### config.mk
export PLATFORM = sky130hd
export DESIGN_NAME = prbs_lfsr
export DESIGN_NICKNAME = d
export VERILOG_FILES = /design/src/rtl/prbs_lfsr.sv
export SDC_FILE = /design/constraint.sdc
export NUM_CORES = 1
export LEC_CHECK = 0
export ABC_CLOCK_PERIOD_IN_PS = 1000
export CAP_MARGIN = 20
export CORE_AREA = 2 2 39 41
export DETAILED_ROUTE_END_ITERATION = 7
export DIE_AREA = 0 0 41 43
export SLEW_MARGIN = 5
export SYNTH_ARGS = -nofsm -noshare
export SYNTH_HDL_FRONTEND = slang
export SYNTH_SLANG_ARGS = --single-unit
### constraint.sdc
create_clock -name clk -period 1 [get_ports clk]
set_input_delay 0.1 -clock clk [delete_from_list [all_inputs] [get_ports clk]]
set_output_delay 0.1 -clock clk [all_outputs]
set_load 0.02 [all_outputs]
### src/rtl/prbs_lfsr.sv
// Fibonacci LFSR shared by the PRBS checker and generator; either loads an external bit
// or self-runs from its own feedback.
module prbs_lfsr #(
  parameter int LEN   = 7,
  parameter int TAP_A = 6,
  parameter int TAP_B = 5
) (
  input  logic           clk,
  input  logic           reset,
  input  logic           en_i,
  input  logic           load_i,
  input  logic           bit_i,
  output logic           fb_o,
  output logic [LEN-1:0] next_o
);

  logic [LEN-1:0] s_q, s_d;

  assign fb_o   = s_q[TAP_A] ^ s_q[TAP_B];
  // State that would result from shifting in bit_i; lets the owner reject an all-zero seed.
  assign next_o = {s_q[LEN-2:0], bit_i};

  always_comb begin
    s_d = s_q;
    if (en_i) begin
      s_d = load_i ? next_o : {s_q[LEN-2:0], fb_o};
    end
  end

  always_ff @(posedge clk or negedge reset) begin
    if (!reset) begin
      s_q <= '0;
    end else begin
      s_q <= s_d;
    end
  end

endmodule

Word-level counts from Yosys, hierarchy flattened

Cells that the tools add are included.

Register bits after elaboration: 7
Bits of input ports: 5
Output and inout port bits: 8
Logic and storage cells: 3

Mux-type cells: 1
Bitwise gates (word level): 1

Operators with widths:

| cell              | number |
|---|---|
| two-way mux 1 bit | 1 |
| bitwise XOR 1 bit | 1 |

Longest topological paths before layout

Gate-level depths: netlist (run 1).

Depth in word-level cells: 2
Gate-level depth with buffers: 3
Mapped depth without buffers: 2

Worst setup path after synthesis (run 1)

Ideal clock, no wire load.

Path kind: register to register
From: register s_q[5]
To: register s_q[0]
Arrival time: 984 ps
Slack: -49 ps
Cell stages (with the launch flop): 3
Buffers on the path: 0
Clock period less this slack: 1049 ps
Cell sequence: dfrtp_1 xor2_1 a211o_1

Longest elaborated chain between the ends: 2

Ends and longest elaborated chain:

| what                   | RTL line | text |
|---|---|---|
| start, declared        | 17       | `logic [LEN-1:0] s_q, s_d;` |
| start signal, assigned | 32       | `s_q <= '0;` |
| start signal, assigned | 34       | `s_q <= s_d;` |
| bitwise XOR 1 bit      | 19       | `assign fb_o = s_q[TAP_A] ^ s_q[TAP_B];` |
| via fb_o               | 13       | `output logic fb_o,` |
| two-way mux 1 bit      | 26       | `s_d = load_i ? next_o : {s_q[LEN-2:0], fb_o};` |

The timed path passes the listed nets, and every way through them passes these cells.
A chain may end at the register's enable or synchronous reset.

Final worst setup path (run 1)

From: register s_q[6]
To: output fb_o

Longest elaborated chain between the ends: 1

Ends and longest elaborated chain:

| what              | RTL line |
|---|---|
| bitwise XOR 1 bit | 19 |
| end, declared     | 13 |

No other way between the ends.

==> impl_metrics.csv, run 1 <==
group,metric,value,unit
status,outcome,"finished with violations",
status,violations,"negative setup slack",
critical_path,critical_path_buf_inv_count,1,
final_layout,antenna_cells,0,
synthesis,ys.flop_type,"dfrtp_1",
cts,cts_tree,"yes",
sta,rsz0062_at_grt,"yes",
cts,path_clk_slew,0.05,ns
global_route,grt_max_degree,10,
drt,drt_iter0_markers,0,
final_layout,final_util,0.329,
sta,worst_slew_pin_slew,0.338,ns
synthesis,yosys.cell_types.count,8,
synthesis,synth.top_cell.area_share,0.511,
critical_path,path_max_fanout,2,
final_layout,reg.largest.list,"s_q: 7 flops",
power,power_density,3330,mW/mm2
cts,cts_root_buf,"clkbuf_4",
drt,vias_per_cell,3.91,
synthesis,yosys_warnings,0,
critical_path,path_class,"flip-flop to primary output",
placement,pre_cts_ws,-0.305,ns
drt,avgRoutedWirePerCell,10.3,um
final_layout,largest_reg_flops,7,
cts,clk_latency,0.25,ns
drt,drtPass1Iterations,1,
global_route,grt_pass1_vias,216,
placement,dp_hpwl,425,um
global_route,grtUsageTotal,0.0815,
critical_path,path_cells,"xor2_2 > buf_6",
critical_path,worstSetupStartpointType,"flip-flop",
synthesis,synth.largest_area_cell,"dfrtp_1",
final_layout,regMostFlops,"s_q",
synthesis,synth_area,343,um2
floorplanning,start_util,0.248,
min_path,hold_class,"primary input to async pin",
sta,setup_tns,-0.0985,ns
cts,cts_inserted_buffers,3,
drt,wirelength,545,um
sta,post-route-min-period,1.08,ns
flow_run,cap_violations,0,
power,leakage,0.000224,uW
final_layout,fin_nets,43,
global_route,grt_antenna_before_repair,0,
critical_path,worstPathRequired,0.90,ns
sta,drv_slew,0,
final_layout,final_layout_size_suffix_gt1_frac,0.541,
sta,fin_ws,-0.0781,ns
critical_path,cpLargestDelayFamily,"flip-flops",
floorplanning,ios,13,
synthesis,synthTopCellsByCount,"7 x buf_4, 7 x dfrtp_1, 6 x mux2_2, 2 x nor2b_1",
critical_path,critical_path_arrival,0.98,ns
floorplanning,core,0.00138,mm2
floorplanning,rows,14,
sta,fmax,0.928,GHz
cts,clock-sinks,7,
synthesis,ys_ff_latch,7,
drt,ant_nets,0,
final_layout,area_growth,32.8,%
synthesis,yosysSeqAreaShare,0.511,
cts,post_cts_buffers,0,
floorplanning,die_w,41,um
synthesis,synth_nets,31,
cts,cts_max_level,1,
sta,setup_violations,2,
placement,portBuffers,12,
sta,finalCritPeriodShare,1.08,
sta,hold_viol_final,0,
sta,slew-limit-headroom,0.775,
placement,gp_congestion,0.691,
power,ir_worst_vdd,0.905,mV
global_route,grt.overflow.total,0,
sta,fin_skew,0.00333,ns
synthesis,async_reset_ff_frac,1.00,
synthesis,synth-edff-count,0,
synthesis,syn_area_per_cell,13.2,um2
floorplanning,die_area,0.00176,mm2
synthesis,synth.top_cells.by_area,"dfrtp_1 51%, mux2_2 20%, buf_4 15%",
critical_path,end_kind,"primary output",
cts,clock_path_buffers,2,
drt,drc_errors,0,
floorplanning,fp.dieH,43,um
synthesis,synth_cells,26,
drt,via_count,207,
global_route,grt_pass1_wl,931,um
critical_path,cp_slowest_cell,"dfrtp_1",
critical_path,slowest_delay,0.40,ns
-- where the power goes --
| group | switching, uW | internal (uW) |
|---|---|---|
| clock network | 98.1 | 152 |
| logic | 358 | 393 |
| registers | 98.0 | 417 |
| total | 554 | 961 |
-- layout make-up --
type	instances	area (um2)
fill	149	928
sequential	7	175
timing repair buffer	15	123
multi-input combinational	11	111
clock buffer	4	26.3
tap	16	20.0
-- kinds of logic (layout without fill, tap and decap cells) --
kind of cell | count (synthesis) | count (layout) | share of synthesized area
buffers and inverters | 8 | 19 | 0.186
AO/OA/AOI/OAI | 1 | 1 | 0.0256
AND/OR/NAND/NOR | 3 | 3 | 0.0548
flip-flops | 7 | 7 | 0.511
XOR/XNOR | 1 | 1 | 0.0256
multiplexers | 6 | 6 | 0.197
-- path summary, 6_finish.rpt --
check | slack, ns | start | cells after the start | to
worst max-delay path | -0.08 | s_q[6] | 2 | fb_o
worst min-delay path | 0.11 | reset | 1 | s_q[4]
worst max register to register | 0.03 | s_q[0] | 3 | s_q[0]
worst min register to register | 0.52 | s_q[3] | 1 | s_q[4]
max in group asynchronous | 0.66 | reset | 1 | s_q[1]
min in group clk | 0.49 | en_i | 3 | s_q[0]
-- timing repair --
action                                  CTS  global route
hold buffers                              0             0
resized for setup                        33             3
endpoints found under the hold margin     0             0
endpoints found under the setup margin   15             6
-- metal layers --
metal | GRT usage | wire [um] | vias to the layer above
met4 | 0.0600 | 12 | 0
met3 | 0.0314 | 48 | 2
met2 | 0.109 | 257 | 9
met1 | 0.101 | 227 | 96
li1 | - | - | 100
met5 | 0 | 0 | -
-- cells in the final DEF (no fill, tap or decap) --
cell,netlist,routed
a211o_1,1,1
and3_1,1,1
buf_2,0,5
buf_4,7,2
buf_6,1,3
clkbuf_1,0,1
clkbuf_4,0,3
clkdlybuf4s15_1,0,1
clkdlybuf4s50_1,0,3
dfrtp_1,7,7
dlygate4sd2_1,0,1
mux2_2,6,6
nor2b_1,2,2
xor2_2,0,1
-- worst register-to-register path, cell delays in order, from the launching register on --
cell	delay, ns
dfrtp_1	0.38
buf_4	0.13
nor2b_1	0.12
a211o_1	0.23
-- per-stage QoR --
stage | cell area (um2) | hold slack (ns) | power [uW] | instances
floorplan | 350 | -0.196 | 1060 | 26
global placement | 449 | 0.374 | 1330 | 49
detailed placement | 449 | 0.379 | 1340 | 49
CTS | 474 | 0.108 | 1590 | 53
global route | 455 | 0.115 | 1630 | 53
finish | 455 | 0.109 | 1510 | 53
Power figures use the tool's default switching activity.
==> inputs of run 2 (changes only) <==
ABC_CLOCK_PERIOD_IN_PS = default   (was 1000)
==> results of run 2 <==
No change in the layout: final DEF, timing and power equal those of run 1.
